===== src/rtl/ctrl_pipe.sv =====
// ctrl_pipe: RV32I decoder feeding a STAGES-deep control-word pipeline.
// Built-in load-use bubble, stall hold and flush of stage 0.
//
// Ports:
//   clk, rst_n        clock, async active-low reset
//   in_valid/in_ready instruction handshake (instr accepted when both high)
//   instr             raw RV32I instruction word
//   stall             downstream hold, freezes every stage register
//   flush             redirect, kills stage 0 and the incoming instruction
//   stage_valid       bit k set when stage k holds a live instruction
//   stage_ctrl        stage k control word at [k*CW_W +: CW_W]
//   illegal           registered one-cycle pulse for an accepted bad opcode
//
// Build option: define CTRL_MULDIV_EN to decode the M extension
// (op_reg with funct7=0000001); otherwise those encodings are illegal.

package ctrl_pipe_pkg;

  localparam logic [6:0] op_lui   = 7'b0110111;
  localparam logic [6:0] op_auipc = 7'b0010111;
  localparam logic [6:0] op_jal   = 7'b1101111;
  localparam logic [6:0] op_jalr  = 7'b1100111;
  localparam logic [6:0] op_br    = 7'b1100011;
  localparam logic [6:0] op_load  = 7'b0000011;
  localparam logic [6:0] op_store = 7'b0100011;
  localparam logic [6:0] op_imm   = 7'b0010011;
  localparam logic [6:0] op_reg   = 7'b0110011;

  // aluop: low three bits follow funct3, sub/sra get their own codes
  localparam logic [3:0] alu_add = 4'h0;
  localparam logic [3:0] alu_sub = 4'h8;
  localparam logic [3:0] alu_sra = 4'hd;

  localparam logic am1_rs1 = 1'b0;
  localparam logic am1_pc  = 1'b1;

  localparam logic [2:0] am2_i_imm = 3'd0;
  localparam logic [2:0] am2_u_imm = 3'd1;
  localparam logic [2:0] am2_b_imm = 3'd2;
  localparam logic [2:0] am2_s_imm = 3'd3;
  localparam logic [2:0] am2_j_imm = 3'd4;
  localparam logic [2:0] am2_rs2   = 3'd5;

  localparam logic [3:0] rfm_alu_out  = 4'd0;
  localparam logic [3:0] rfm_u_imm    = 4'd2;
  localparam logic [3:0] rfm_lw       = 4'd3;
  localparam logic [3:0] rfm_pc_plus4 = 4'd4;
  localparam logic [3:0] rfm_lb       = 4'd5;
  localparam logic [3:0] rfm_lbu      = 4'd6;
  localparam logic [3:0] rfm_lh       = 4'd7;
  localparam logic [3:0] rfm_lhu      = 4'd8;

  localparam logic [1:0] pcm_alu_out  = 2'd1;
  localparam logic [1:0] pcm_alu_mod2 = 2'd2;

  localparam logic cmpm_rs2 = 1'b0;

  typedef struct packed {
    logic [6:0] opcode;
    logic [3:0] aluop;
    logic       alumux1_sel;
    logic [2:0] alumux2_sel;
    logic [3:0] regfilemux_sel;
    logic       load_regfile;
    logic       mem_read;
    logic       mem_write;
    logic [1:0] pcmux_sel;
    logic       cmpmux_sel;
    logic [2:0] cmp_op;
    logic [4:0] rd;
    logic [4:0] rs1;
    logic [4:0] rs2;
    logic [2:0] funct3;
    logic       muldiv;
  } rv32i_control_word;

endpackage

module ctrl_pipe
  import ctrl_pipe_pkg::*;
#(
  parameter int STAGES = 3,
  parameter int CW_W   = $bits(rv32i_control_word)
) (
  input  logic                   clk,
  input  logic                   rst_n,
  input  logic                   in_valid,
  output logic                   in_ready,
  input  logic [31:0]            instr,
  input  logic                   stall,
  input  logic                   flush,
  output logic [STAGES-1:0]      stage_valid,
  output logic [STAGES*CW_W-1:0] stage_ctrl,
  output logic                   illegal
);

  logic [6:0]        w_op;
  logic [2:0]        w_f3;
  logic [6:0]        w_f7;
  logic [3:0]        w_rfm_ld;
  rv32i_control_word w_dec;
  logic              w_legal;
  logic              w_use_rs1;
  logic              w_use_rs2;
  logic              w_hit1;
  logic              w_hit2;
  logic              w_hazard;
  logic              w_accept;

  logic              r_rdy;
  logic              r_illegal;
  logic [4:0]        r_ld_rd;
  logic [STAGES-1:0] r_valid;
  logic [CW_W-1:0]   r_ctrl [STAGES];

  assign w_op = instr[6:0];
  assign w_f3 = instr[14:12];
  assign w_f7 = instr[31:25];

  always_comb begin
    w_rfm_ld = rfm_lw;
    case (w_f3)
      3'b000:  w_rfm_ld = rfm_lb;
      3'b001:  w_rfm_ld = rfm_lh;
      3'b100:  w_rfm_ld = rfm_lbu;
      3'b101:  w_rfm_ld = rfm_lhu;
      default: w_rfm_ld = rfm_lw;
    endcase
  end

  always_comb begin
    w_dec        = '0;
    w_legal      = 1'b1;
    w_use_rs1    = 1'b0;
    w_use_rs2    = 1'b0;
    w_dec.opcode = w_op;
    w_dec.rd     = instr[11:7];
    w_dec.rs1    = instr[19:15];
    w_dec.rs2    = instr[24:20];
    w_dec.funct3 = w_f3;
    w_dec.aluop  = alu_add;
    unique case (1'b1)
      w_op == op_lui: begin
        w_dec.regfilemux_sel = rfm_u_imm;
        w_dec.load_regfile   = 1'b1;
      end
      w_op == op_auipc: begin
        w_dec.alumux1_sel    = am1_pc;
        w_dec.alumux2_sel    = am2_u_imm;
        w_dec.regfilemux_sel = rfm_alu_out;
        w_dec.load_regfile   = 1'b1;
      end
      w_op == op_jal: begin
        w_dec.alumux1_sel    = am1_pc;
        w_dec.alumux2_sel    = am2_j_imm;
        w_dec.regfilemux_sel = rfm_pc_plus4;
        w_dec.load_regfile   = 1'b1;
        w_dec.pcmux_sel      = pcm_alu_out;
      end
      w_op == op_jalr: begin
        // target LSB is cleared downstream
        w_dec.alumux1_sel    = am1_rs1;
        w_dec.alumux2_sel    = am2_i_imm;
        w_dec.regfilemux_sel = rfm_pc_plus4;
        w_dec.load_regfile   = 1'b1;
        w_dec.pcmux_sel      = pcm_alu_mod2;
        w_use_rs1            = 1'b1;
      end
      w_op == op_br: begin
        w_dec.alumux1_sel = am1_pc;
        w_dec.alumux2_sel = am2_b_imm;
        w_dec.cmpmux_sel  = cmpm_rs2;
        w_dec.cmp_op      = w_f3;
        w_use_rs1         = 1'b1;
        w_use_rs2         = 1'b1;
      end
      w_op == op_load: begin
        w_dec.alumux1_sel    = am1_rs1;
        w_dec.alumux2_sel    = am2_i_imm;
        w_dec.regfilemux_sel = w_rfm_ld;
        w_dec.load_regfile   = 1'b1;
        w_dec.mem_read       = 1'b1;
        w_use_rs1            = 1'b1;
      end
      w_op == op_store: begin
        w_dec.alumux1_sel = am1_rs1;
        w_dec.alumux2_sel = am2_s_imm;
        w_dec.mem_write   = 1'b1;
        w_use_rs1         = 1'b1;
        w_use_rs2         = 1'b1;
      end
      w_op == op_imm: begin
        w_dec.alumux1_sel    = am1_rs1;
        w_dec.alumux2_sel    = am2_i_imm;
        w_dec.regfilemux_sel = rfm_alu_out;
        w_dec.load_regfile   = 1'b1;
        w_use_rs1            = 1'b1;
        // instr[30] is an immediate bit except for shifts
        if (w_f3 == 3'b101 && w_f7[5])
          w_dec.aluop = alu_sra;
        else
          w_dec.aluop = {1'b0, w_f3};
      end
      w_op == op_reg: begin
        w_dec.alumux1_sel    = am1_rs1;
        w_dec.alumux2_sel    = am2_rs2;
        w_dec.regfilemux_sel = rfm_alu_out;
        w_dec.load_regfile   = 1'b1;
        w_use_rs1            = 1'b1;
        w_use_rs2            = 1'b1;
        if (w_f7 == 7'b0000001) begin
`ifdef CTRL_MULDIV_EN
          w_dec.muldiv = 1'b1;
          w_dec.aluop  = {1'b0, w_f3};
`else
          w_legal = 1'b0;
`endif
        end else if (w_f3 == 3'b000 && w_f7[5]) begin
          w_dec.aluop = alu_sub;
        end else if (w_f3 == 3'b101 && w_f7[5]) begin
          w_dec.aluop = alu_sra;
        end else begin
          w_dec.aluop = {1'b0, w_f3};
        end
      end
      default: w_legal = 1'b0;
    endcase
    if (!w_legal) begin
      w_dec     = '0;
      w_use_rs1 = 1'b0;
      w_use_rs2 = 1'b0;
    end
    if (w_dec.rd == 5'd0)
      w_dec.load_regfile = 1'b0;
  end

  // r_ld_rd is nonzero only while stage 0 holds a live load with rd!=0
  assign w_hit1   = w_use_rs1 && (instr[19:15] == r_ld_rd);
  assign w_hit2   = w_use_rs2 && (instr[24:20] == r_ld_rd);
  assign w_hazard = in_valid && (r_ld_rd != 5'd0) && (w_hit1 || w_hit2);

  // a flush drops the incoming word, so the hazard no longer matters
  assign in_ready = r_rdy && !stall && (flush || !w_hazard);
  assign w_accept = in_valid && in_ready && !flush;

  always_ff @(posedge clk or negedge rst_n) begin
    if (!rst_n) begin
      r_rdy     <= 1'b0;
      r_illegal <= 1'b0;
      r_ld_rd   <= '0;
      r_valid   <= '0;
      for (int k = 0; k < STAGES; k++)
        r_ctrl[k] <= '0;
    end else begin
      r_rdy     <= 1'b1;
      r_illegal <= w_accept && !w_legal;
      if (!stall) begin
        for (int k = STAGES - 1; k > 0; k--) begin
          r_valid[k] <= r_valid[k-1];
          r_ctrl[k]  <= r_ctrl[k-1];
        end
      end
      // flush wins over stall for stage 0 only
      if (flush) begin
        r_valid[0] <= 1'b0;
        r_ctrl[0]  <= '0;
        r_ld_rd    <= '0;
      end else if (!stall) begin
        if (w_accept && w_legal) begin
          r_valid[0] <= 1'b1;
          r_ctrl[0]  <= w_dec;
          r_ld_rd    <= w_dec.mem_read ? w_dec.rd : 5'd0;
        end else begin
          r_valid[0] <= 1'b0;
          r_ctrl[0]  <= '0;
          r_ld_rd    <= '0;
        end
      end
    end
  end

  for (genvar g = 0; g < STAGES; g++) begin : g_out
    assign stage_ctrl[g*CW_W +: CW_W] = r_ctrl[g];
  end

  assign stage_valid = r_valid;
  assign illegal     = r_illegal;

endmodule


===== config.mk =====
export PLATFORM = sky130hd
export DESIGN_NAME = ctrl_pipe
export DESIGN_NICKNAME = d
export VERILOG_FILES = /design/src/rtl/ctrl_pipe.sv
export SDC_FILE = /design/constraint.sdc
export NUM_CORES = 1
export LEC_CHECK = 0
export BUFFER_PORTS_ARGS = -buffer_cell sky130_fd_sc_hd__buf_4
export CORE_MARGIN = 5
export CORE_UTILIZATION = 50
export CTS_CLUSTER_DIAMETER = 120
export DETAILED_ROUTE_END_ITERATION = 12
export GPL_ROUTABILITY_DRIVEN = 1
export PLACE_DENSITY = 0.78
export RECOVER_POWER = 25
export SYNTH_ARGS = -nofsm -noshare
export SYNTH_HDL_FRONTEND = slang
export SYNTH_SLANG_ARGS = --single-unit

===== constraint.sdc =====
create_clock -name clk -period 4.6 [get_ports clk]
set_input_delay 0.92 -clock clk [delete_from_list [all_inputs] [get_ports clk]]
set_output_delay 0.92 -clock clk [all_outputs]
set_load 0.05 [all_outputs]

; After elaboration in Yosys (flattened, before gate mapping)
; Index checks and enable logic that the tools add are counted.
[totals]
elab_cells = 79
ff_bits = 151
output_inout_bits = 146
[classes]
n_reduce_logical = 26
mux = 29
eq_ne = 16
[ops]
columns = op, count
row1 = $mux 47, 4
row2 = $eq 7x6->1 const B, 3
row3 = $eq 7x7->1 const B, 3
row4 = $mux 5, 4
row5 = $pmux 4 s5, 1
row6 = $pmux 5 s4, 1
row7 = $pmux 4 s4, 1
row8 = $eq 7x5->1 const B, 2
row9 = $logic_and 1x1->1, 12
row10 = $mux 4, 3
row11 = $mux 1, 11
row12 = $eq 5x5->1, 2
row13 = $pmux 4 s2, 1
row14 = $reduce_or 8->1, 1
row15 = $eq 7x1->1 const B, 1
row16 = $eq 7x2->1 const B, 1
row17 = $eq 3x3->1 const B, 2
row18 = $reduce_or 3->1, 2
row19 = $reduce_or 6->1, 1
row20 = $logic_not 5->1, 1
row21 = $reduce_bool 5->1, 1
row22 = $logic_not 1->1, 4
row23 = $pmux 2 s2, 1
row24 = $eq 3x1->1 const B, 1
row25 = 6 further kinds, 7

; Longest topological paths before layout
; Gate-level depths: netlist of the first run.
[depth]
word_depth = 16
mapped_depth = 7

; Least setup slack after synthesis of the first run
; OpenSTA, ideal clock, no wires.
[synth_timing]
kind = input-to-output
startpoint = in instr[26]
endpoint = out in_ready
arrival_ps = 2729
required_time_ps = 3680
cell_stages = 5
path_buffers = 0
slack_ps = 951
cell_sequence = nor4b_1 > a2111oi_4 > o21bai_4 > o21a_1 > a21oi_1
[synth_via]
elab_chain_cells = 10
word_cells_on_any_way = 12
classes_between = eq/ne (1) / mux (4) / reduce/logical (7)
[synth_lines]
columns = item, line
row1 = start: declaration, 89  ; input logic [31:0] instr,
row2 = $eq 7x1->1 (*), 211  ; if (w_f7 == 7'b0000001) begin
row3 = $mux 1 (*), 211
row4 = $pmux 1 s2 (*), 142  ; unique case (1'b1)
row5 = $mux 1, 228  ; if (!w_legal) begin
row6 = $logic_and 1x1->1 (on tied branches), "238, 239"
row7 = $logic_or 1x1->1 (*), 240  ; assign w_hazard = in_valid && (r_ld_rd != 5'd0) && (w_hit1 || w_hit2);
row8 = $logic_and 1x1->1 (*), 240
row9 = $logic_not 1->1 (*), 243  ; assign in_ready = r_rdy && !stall && (flush || !w_hazard);
row10 = $logic_or 1x1->1 (*), 243
row11 = $logic_and 1x1->1 (*), 243
row12 = end: declaration, 88  ; output logic in_ready,
; Mark *: on every way between the ends. The rest lies on a longest branch, timed or not.

; Final worst setup path of the first run
[layout_timing]
startpoint = in stall
endpoint = out in_ready
[layout_via]
elab_chain_cells = 3
[layout_lines]
columns = item, line
row1 = start: declaration, 90  ; input logic stall,
row2 = $logic_not 1->1, -
row3 = $logic_and 1x1->1 (2 in series), 243
; Every way passes these cells.

==> out/metrics.cfg, run 1 <==
[outcome]
outcome = finished with violations
violations = capacitance limit, slew limit

[clock_tree]
cts_num_sinks = 145
htreeDepth = 4
ctsHoldBuffers = 0
root_buffer = clkbuf_16
cts_buffers = 17
clk_pin_slew_worst_paths_ps = 50
cts_max_path_buffers = 2
cts_resized = 0
cts_tree = built
postCtsSetupBuffers = 0
insertion_delay_ps = 420

[yosys]
synth-xor-area-share_pct = 1.546
synth_compound_area_share_pct = 9.498
mappedNetlistArea_sq_um = 6231
netlist_instances = 479
seq_area_frac_synth_pct = 58.23
ys_ff_latch = 145
synth_area_leaders = dfrtp_1 (58%), mux2_2 (17%), nand2_1 (3.7%)
synth_top_area_share_pct = 58.23
synth-edff-count = 0
synthSimpleGateAreaFrac_pct = 8.916
syn_avg_cell_area_sq_um = 13.01
synth_cell_types = 52
yosysTopAreaCell = dfrtp_1
synth-main-ff-cell = dfrtp_1
synth_most_common_cell = dfrtp_1
synthMuxAreaShare_pct = 16.97
synthAdderAreaFrac_pct = 0
synth_top_family_by_area = multiplexers
ys_async_sr_fraction_pct = 100.0
synth_warnings = 0
yosys-top-cells-count = dfrtp_1 (145), mux2_2 (93), nand2_1 (62)

[worst_setup_path]
critPathLaunch = stall
crit_arrival_ps = 2910
rr_worst_depth = 5
critPathLaunchType = input pin
r2r_setup_slack_ps = 2200
critical_path.endpoint = in_ready
critPathRequiredTime_ps = 3680
r2r-start = r_ld_rd[1]
end_kind = output pin
critPathKind = input pin to output pin
worstPathMaxFanout = 41
reg2reg_to = stage_ctrl[30]

[cells_and_area]
drive_gt1_share_pct = 50.46
nFillCells = 939
antenna_cells = 0
syn_to_final_growth_pct = 32.13
final_area_sq_um = 8233
nets = 682
fin_util_pct = 67.98

[die]
die_area_sq_um = 14800
start_util_pct = 51.45
core_area_sq_um = 12110
fp.dieH_um = 121.6
die_w_um = 121.6
io_pins = 183
fp-row-count = 40

[sta]
skew_ps = 9.271
fin_crit_sh_pct = 83.20
tns_ps = 0
relSlewSlack_pct = -85.37
hold_violations = 0
finalCriticalPeriod_ps = 3827
rsz0062_at_grt = no
clock.fmax_ghz = 0.2613
setup_viol = 0
worstMarginPinSlew_ps = 2781
drv_slew = 158

[route]
drc = 0
wl_per_cell_um = 18.03
drt_pass1_iterations = 4
drt-total-wl_um = 14890
postRouteAntennaNets = 0
dr_total_vias = 4329
vias_per_cell = 5.241
drtIter0Drc = 334

[placement]
place_congestion = 0.8421
dp_hpwl_um = 10550
io_buffers = 176
dpl-instance-area_sq_um = 7592

[power_and_ir_drop]
p_int_mw = 2.310
sw_frac_of_total_pct = 21.73
comb_power_share_pct = 5.9
pwr-share-clk_pct = 50.7
netSwitchingPower_mw = 0.6414
peakVddDrop_mv = 0.2717
p_per_area_nw_per_um2 = 358.5
p_leak_nw = 4.245
seqPwrFrac_pct = 43.5

[grt]
grt_remaining_overflow = 0
grt_max_degree = 116
grt_antenna_before_repair = 0
grt_first_pass_wirelength_um = 24340
track_usage_pct = 21.09
grt_pass1_vias = 4547

[job]
maxCapViolCount = 2

[worst_hold_path]
hp-class = flip-flop to flip-flop

## per-layer routing
layer  track usage [%]  part of all wire, %  vias up
met1             27.78                   42     2155
li1                  -                    -     2002
met3             5.246                  7.2       15
met4             7.773                  1.6        0
met2             34.02                   49      157
met5                 0                    0        -
## kinds of logic (layout without fill, tap and decap cells)
logic type      after synthesis  in the layout
xor+xnor                     11             11
simple gates                105            105
compound gates               69             69
buf+inv                      53            227
flops                       145            145
mux                          94             94
other cells                   2              7
## state kept, by name, summed over array words and instances, names as in the netlist
signal       flops
r_ld_rd          5
stage_ctrl     135
r_rdy            1
stage_valid      3
illegal          1
## cells in the final DEF, fill, tap and decap left out, types with 3 or more instances in the layout
cell type,count
inv_1,15
a21oi_1,5
xor2_1,6
o31ai_1,15
nor2_1,7
nand2_1,62
bufinv_16,5
conb_1,7
mux2_2,93
o21ai_1,4
xnor2_1,5
clkinv_2,4
buf_4,178
nand3_1,12
o31ai_2,14
o21ai_0,18
nor2b_1,3
clkbuf_16,17
dfrtp_1,145
## power by group through the flow
stage / combinational (mW) / clock [mW] / sequential, mW
after global placement: 0.171 / 0 / 1.31
after CTS: 0.176 / 1.52 / 1.28
after floorplan: 0.0929 / 0 / 1.32
after detailed placement: 0.175 / 0 / 1.31
after global routing: 0.189 / 1.58 / 1.28
final: 0.173 / 1.50 / 1.28
## how the worst min path moves through the flow
stage               startpoint         endpoint  slack, ps  cells after the start
2_1_floorplan       r_ld_rd[4]       r_ld_rd[4]        520                      2
3_3_place_gp   stage_ctrl[122]  stage_ctrl[122]        490                      1
3_5_place_dp   stage_ctrl[103]  stage_ctrl[103]        500                      1
4_1_cts        stage_ctrl[103]  stage_ctrl[103]        510                      1
5_1_grt        stage_ctrl[118]  stage_ctrl[118]        520                      1
6_report       stage_ctrl[118]  stage_ctrl[118]        500                      1
## layout make-up
class | count | area [sq um] | area share [%]
flip-flops and latches | 145 | 3628 | 44.07
multi-input cells | 286 | 2342 | 28.45
repair buffers | 180 | 1345 | 16.34
clock buffers | 18 | 439.2 | 5.334
clock inverters | 14 | 211.5 | 2.568
well taps | 168 | 210.2 | 2.553
inverters | 15 | 56.30 | 0.6839
## stage by stage
step,hold slack [ps],std cells,worst slack (ps),total power [mW]
3_5_place_dp,495.0,794,1063,1.480
5_1_grt,522.8,826,571.4,3.055
4_1_cts,507.6,826,1010,2.979
3_3_place_gp,487.7,794,1134,1.476
6_report,502.7,826,772.9,2.952
2_1_floorplan,521.9,484,951.2,1.411
## critical path, stage by stage
cell and delay (ps):
clkbuf_1 1470, nand2b_1 260, a21oi_1 60, buf_4 190
Note: power is estimated with default switching activity, not from simulation.
==> run 2, diff against run 1 <==
- clock period: 4.6 -> 4 ns (I/O delays scaled with it)
==> out/metrics.cfg, run 2 (synthesis results as in run 1) <==
[cells_and_area]
final_cell_mix = buf_4 (181), dfrtp_1 (145), mux2_2 (93)  ; was buf_4 (178), dfrtp_1 (145), mux2_2 (93)
instances_no_fill = 828  ; was 826
syn_to_final_growth_pct = 31.51  ; was 32.13%
drive_gt1_share_pct = 50.45  ; was 50.46%
antenna_cells = 0  ; unchanged
final_common_cell = buf_4  ; unchanged
nets = 684  ; was 682
largest_register_ffs = 135  ; unchanged

[sta]
setup_viol = 0  ; unchanged
relSlewSlack_pct = -62.12  ; was -85.37%
fin_crit_sh_pct = 82.57
rsz0062_at_grt = no  ; unchanged
finalCriticalPeriod_ps = 3303
hold_violations = 0  ; unchanged
drv_slew = 99  ; was 158
skew_ps = 5.559  ; was 9.271 ps
worstMarginPinSlew_ps = 2432  ; was 2781 ps
tns_ps = 0  ; unchanged
clock.fmax_ghz = 0.3028

[grt]
track_usage_pct = 20.65  ; was 21.09%
grt_first_pass_wirelength_um = 23800  ; was 24340 um
grt_remaining_overflow = 0  ; unchanged
grt_pass1_vias = 4511  ; was 4547
grt_antenna_before_repair = 0  ; unchanged
grt_max_degree = 99  ; was 116

[power_and_ir_drop]
peakVddDrop_mv = 0.2227  ; was 0.2717 mV
netSwitchingPower_mw = 0.7164  ; was 0.6414 mW
pwr-share-clk_pct = 48.2  ; was 50.7%
sw_frac_of_total_pct = 22.16  ; was 21.73%
p_int_mw = 2.517  ; was 2.310 mW
p_leak_nw = 4.224  ; was 4.245 nW
comb_power_share_pct = 6.2  ; was 5.9%
p_per_area_nw_per_um2 = 394.6  ; was 358.5 nW/um^2
seqPwrFrac_pct = 45.6  ; was 43.5%

[die]
die_w_um = 121.6  ; unchanged
start_util_pct = 51.45  ; unchanged
die_area_sq_um = 14800  ; unchanged
fp-row-count = 40  ; unchanged
core_area_sq_um = 12110  ; unchanged
io_pins = 183  ; unchanged
fp.dieH_um = 121.6  ; unchanged

[worst_hold_path]
worstHoldPathCells = 1  ; unchanged
hp-class = flip-flop to flip-flop  ; unchanged

[worst_setup_path]
critPathLaunchType = input pin  ; unchanged
critPathKind = input pin to output pin  ; unchanged
worstPathMaxFanout = 6  ; was 41
end_kind = output pin  ; unchanged
rr_worst_depth = 5  ; unchanged
critPathRequiredTime_ps = 3200  ; was 3680 ps
crit_arrival_ps = 2500  ; was 2910 ps

[route]
drc = 0  ; unchanged
dr_total_vias = 4362  ; was 4329
vias_per_cell = 5.268  ; was 5.241
wl_per_cell_um = 17.93  ; was 18.03 um
drtIter0Drc = 359  ; was 334
drt-total-wl_um = 14850  ; was 14890 um
postRouteAntennaNets = 0  ; unchanged
drt_pass1_iterations = 4  ; unchanged

[outcome]
violations = capacitance limit, slew limit  ; unchanged
outcome = finished with violations  ; unchanged

[clock_tree]
postCtsSetupBuffers = 0  ; unchanged
insertion_delay_ps = 410  ; was 420 ps
root_buffer = clkbuf_16  ; unchanged
clk_pin_slew_worst_paths_ps = 50  ; about the same
cts_resized = 0  ; unchanged
cts_max_path_buffers = 2  ; unchanged
ctsHoldBuffers = 0  ; unchanged
cts_tree = built  ; unchanged
htreeDepth = 4  ; unchanged
cts_num_sinks = 145  ; unchanged
cts_buffers = 17  ; unchanged

[placement]
io_buffers = 176  ; unchanged
dp_cells = 796  ; was 794
place_congestion = 0.8741  ; was 0.8421
dp_hpwl_um = 10610  ; was 10550 um

[job]
maxCapViolCount = 1  ; was 2

==> run 2: cell count changes in the layout (fill, tap and decap cells not counted), sizes merged <==
cell      previous run  this run
clkbuf              20        24
buf                178       181
bufinv               5         2
clkinv               6         3
clkinvlp             2         4
inv                 16        15
==> run 2: critical path, cell delays in order <==
cell and delay (ps):
buf_4 110, nor4b_1 600, a2111oi_4 190, o21bai_4 250
o21a_1 180, a21oi_1 140, buf_4 220
==> run 2: final cells by class <==
type,count,area [sq um]
flip-flops and latches,145,3628
fillers,940,3918
repair buffers,182,1364
inverters,15,56.30
multi-input cells,286,2342
clock inverters,9,105.1
well taps,168,210.2
clock buffers,23,488.0
==> run 2: power by group through the flow <==
| stage | clock (mW) | sequential, mW | combinational, mW |
|---|---|---|---|
| CTS | 1.58 | 1.48 | 0.203 |
| global placement | 0 | 1.50 | 0.198 |
| detailed placement | 0 | 1.50 | 0.201 |
| global route | 1.65 | 1.48 | 0.217 |
| finish | 1.56 | 1.48 | 0.200 |
| floorplan | 0 | 1.52 | 0.107 |
==> run 2: metal layers <==
| metal | global-route usage (%) | up-vias | wire length, um |
|---|---|---|---|
| met5 | 0 | - | 0 |
| met4 | 7.213 | 0 | 247 |
| li1 | - | 2002 | - |
| met1 | 26.73 | 2181 | 6304 |
| met2 | 33.71 | 157 | 7314 |
| met3 | 5.571 | 22 | 980 |
==> run 2: worst paths after layout <==
| check | from | end | slack, ps |
|---|---|---|---|
| hold reg to reg | stage_ctrl[97] | stage_ctrl[97] | 500 |
| min in group asynchronous | rst_n | stage_ctrl[37] | 1130 |
| hold / removal | stage_ctrl[97] | stage_ctrl[97] | 500 |
| setup / recovery | instr[26] | in_ready | 700 |
| max in group asynchronous | rst_n | stage_ctrl[99] | 1440 |
| setup reg to reg | r_ld_rd[1] | stage_ctrl[26] | 1600 |
==> run 2: metrics by stage <==
stage | util (%) | power, mW | area (sq um) | setup WS (ps) | hold slack, ps
after floorplan | - | 1.623 | 6250 | 591.2 | 504.4
after global placement | 62.81 | 1.699 | 7607 | 746.1 | 489.0
after detailed placement | 62.81 | 1.703 | 7607 | 771.9 | 495.3
after CTS | 67.71 | 3.261 | 8200 | 696.9 | 507.7
after global routing | 67.66 | 3.344 | 8194 | 643.8 | 523.5
final | 67.66 | 3.233 | 8194 | 697.2 | 502.9
==> run 3, diff against run 2 <==
- ABC_AREA: unset -> 1
- CORE_UTILIZATION: 50 -> 47
- PLACE_DENSITY: 0.78 -> 0.76
- clock period: 4 -> 2.9 ns (I/O delays scaled with it)
==> out/metrics.cfg, run 3 <==
[yosys]
synthSimpleGateAreaFrac_pct = 12.96  ; was 8.916%
mappedNetlistArea_sq_um = 6302  ; was 6231 sq um
netlist_instances = 623  ; was 479
synth_most_common_cell = dfrtp_1  ; unchanged
ys_ff_latch = 145  ; unchanged
yosysTopAreaCell = dfrtp_1  ; unchanged
synthAdderAreaFrac_pct = 0  ; unchanged
synth_top_family_by_area = simple AND/OR/NAND/NOR gates  ; was multiplexers
yosys-top-cells-count = dfrtp_1 (145), inv_1 (93), nand2_1 (91)  ; was dfrtp_1 (145), mux2_2 (93), nand2_1 (62)
syn_avg_cell_area_sq_um = 10.12  ; was 13.01 sq um
synth_cell_types = 26  ; was 52
synth_compound_area_share_pct = 12.77  ; was 9.498%
synth-main-ff-cell = dfrtp_1  ; unchanged
synthMuxAreaShare_pct = 8.219  ; was 16.97%
synth_top_area_share_pct = 57.57  ; was 58.23%
seq_area_frac_synth_pct = 57.57  ; was 58.23%
synth-xor-area-share_pct = 0  ; was 1.546%
ys_async_sr_fraction_pct = 100.0  ; unchanged
synth_area_leaders = dfrtp_1 (58%), mux2_2 (8.2%), inv_1 (5.5%)  ; was dfrtp_1 (58%), mux2_2 (17%), nand2_1 (3.7%)
synth-edff-count = 0  ; unchanged
synth_warnings = 0  ; unchanged

[worst_setup_path]
rr_worst_depth = 11  ; was 5
reg2reg_to = stage_ctrl[25]  ; was stage_ctrl[26]
r2r_setup_slack_ps = 880  ; was 1600 ps
worstPathMaxFanout = 9  ; was 6
end_kind = output pin  ; unchanged
critPathKind = input pin to output pin  ; unchanged
crit_arrival_ps = 1970  ; was 2500 ps
critPathRequiredTime_ps = 2320  ; was 3200 ps
r2r-start = r_ld_rd[3]  ; was r_ld_rd[1]
critPathLaunchType = input pin  ; unchanged

[clock_tree]
cts_resized = 0  ; unchanged
insertion_delay_ps = 410  ; about the same
cts_tree = built  ; unchanged
root_buffer = clkbuf_16  ; unchanged
postCtsSetupBuffers = 0  ; unchanged
cts_max_path_buffers = 2  ; unchanged
cts_num_sinks = 145  ; unchanged
htreeDepth = 4  ; unchanged
clk_pin_slew_worst_paths_ps = 50  ; about the same
ctsHoldBuffers = 0  ; unchanged
cts_buffers = 17  ; unchanged

[power_and_ir_drop]
seqPwrFrac_pct = 47.8  ; was 45.6%
comb_power_share_pct = 5.9  ; was 6.2%
pwr-share-clk_pct = 46.3  ; was 48.2%
sw_frac_of_total_pct = 22.43  ; was 22.16%
p_int_mw = 3.304  ; was 2.517 mW
p_leak_nw = 4.383  ; was 4.224 nW
peakVddDrop_mv = 0.3113  ; was 0.2227 mV
netSwitchingPower_mw = 0.9558  ; was 0.7164 mW
p_per_area_nw_per_um2 = 513.7  ; was 394.6 nW/um^2

[sta]
drv_slew = 70  ; was 99
finalCriticalPeriod_ps = 2549
worstMarginPinSlew_ps = 1665  ; was 2432 ps
fin_crit_sh_pct = 87.91
hold_ws_ps = 76.00  ; was 502.9 ps
skew_ps = 5.479  ; was 5.559 ps
setup_viol = 0  ; unchanged
hold_violations = 0  ; unchanged
rsz0062_at_grt = no  ; unchanged
tns_ps = 0  ; unchanged
clock.fmax_ghz = 0.3922
relSlewSlack_pct = -11.00  ; was -62.12%

[die]
die_area_sq_um = 15820  ; was 14800 sq um
core_area_sq_um = 13190  ; was 12110 sq um
fp-row-count = 42  ; was 40
fp.dieH_um = 125.8  ; was 121.6 um
start_util_pct = 47.78  ; was 51.45%
io_pins = 183  ; unchanged
die_w_um = 125.8  ; was 121.6 um

[cells_and_area]
nets = 836  ; was 684
drive_gt1_share_pct = 36.34  ; was 50.45%
final_common_cell = buf_4  ; unchanged
nFillCells = 1095  ; was 940
multi_input_area_sq_um = 2168  ; was 2342 sq um
instances_no_fill = 985  ; was 828
largest_register_ffs = 135  ; unchanged
syn_to_final_growth_pct = 31.59  ; was 31.51%
antenna_cells = 0  ; unchanged
seqCellArea_sq_um = 3628  ; unchanged
final_cell_mix = buf_4 (179), dfrtp_1 (145), inv_1 (93)  ; was buf_4 (181), dfrtp_1 (145), mux2_2 (93)

[outcome]
outcome = finished with violations  ; unchanged
violations = capacitance limit, slew limit  ; unchanged

[route]
wl_per_cell_um = 15.86  ; was 17.93 um
vias_per_cell = 5.000  ; was 5.268
dr_total_vias = 4925  ; was 4362
drtIter0Drc = 340  ; was 359
drt_pass1_iterations = 5  ; was 4
postRouteAntennaNets = 0  ; unchanged
drt-total-wl_um = 15620  ; was 14850 um
drc = 0  ; unchanged

[grt]
grt_max_degree = 114  ; was 99
grt_antenna_before_repair = 0  ; unchanged
track_usage_pct = 19.95  ; was 20.65%
grt_pass1_vias = 5060  ; was 4511
grt_remaining_overflow = 0  ; unchanged
grt_first_pass_wirelength_um = 25600  ; was 23800 um

[worst_hold_path]
hp-class = input pin to asynchronous set/reset pin  ; was flip-flop to flip-flop

[placement]
place_congestion = 0.9338  ; was 0.8741
dp_hpwl_um = 11520  ; was 10610 um
io_buffers = 176  ; unchanged
dp_cells = 956  ; was 796

[job]
maxCapViolCount = 1  ; unchanged

run 3: changes by cell type in the layout (fill, tap and decap cells not counted), moves of 8 or more:
cell / previous run / this run
inv_1: 15 / 93
mux2_2: 93 / 46
nand2_1: 62 / 90
nor2_1: 7 / 65
nor3_1: 0 / 8
o21ai_0: 18 / 60
o21bai_1: 0 / 17
o21bai_2: 0 / 31
o31ai_1: 15 / 0
o31ai_2: 14 / 0
run 3: how the worst max path moves through the flow:
stage,start,to,depth (start not counted)
after detailed placement,instr[3],stage_ctrl[25],11
after floorplan,instr[1],in_ready,9
final,instr[3],in_ready,12
after global routing,instr[1],in_ready,11
after global placement,instr[1],in_ready,11
after CTS,instr[1],in_ready,11
run 3: through the flow:
stage	area (sq um)	util [%]	power (mW)	setup slack, ps
after floorplan	6321	-	2.205	624.3
after global placement	7781	58.99	2.322	438.4
after detailed placement	7781	58.99	2.328	313.2
after CTS	8308	62.99	4.297	371.9
after global routing	8293	62.87	4.417	228.7
final	8293	62.87	4.260	350.5
run 3: layout make-up:
type | instances | share of cell area, %
sequential | 145 | 43.75
multi-input combinational | 359 | 26.15
timing repair buffer | 183 | 16.88
clock buffer | 22 | 5.597
inverter | 93 | 4.209
tap | 176 | 2.655
clock inverter | 7 | 0.7544
run 3: per-layer routing:
| metal | global-route usage [%] | share of wire, % |
|---|---|---|
| met5 | 0 | 0 |
| met4 | 6.877 | 1.7 |
| met3 | 7.028 | 8.2 |
| met2 | 32.47 | 49 |
| met1 | 24.93 | 41 |
run 3: critical path: stages:
cell	delay, ps
buf_4	120
inv_1	80
nand2_1	80
nor2_1	240
nand2_1	160
nand2_2	120
nor2_2	60
nand3_4	140
nand3_1	90
nand2_1	60
inv_1	50
buf_4	180
run 3: power groups by stage:
stage | sequential, mW | clock (mW) | combinational, mW
after floorplan | 2.09 | 0 | 0.116
after global placement | 2.07 | 0 | 0.252
after detailed placement | 2.07 | 0 | 0.258
after CTS | 2.03 | 2.00 | 0.259
after global routing | 2.03 | 2.10 | 0.279
final | 2.03 | 1.97 | 0.253
run 3: kinds of logic after synthesis:
| kind of cell | count (synthesis) |
|---|---|
| buffers and inverters | 124 |
| AOI/OAI and AO/OA | 113 |
| and+or+nand+nor | 193 |
| DFF | 145 |
| muxes | 46 |
| other | 2 |
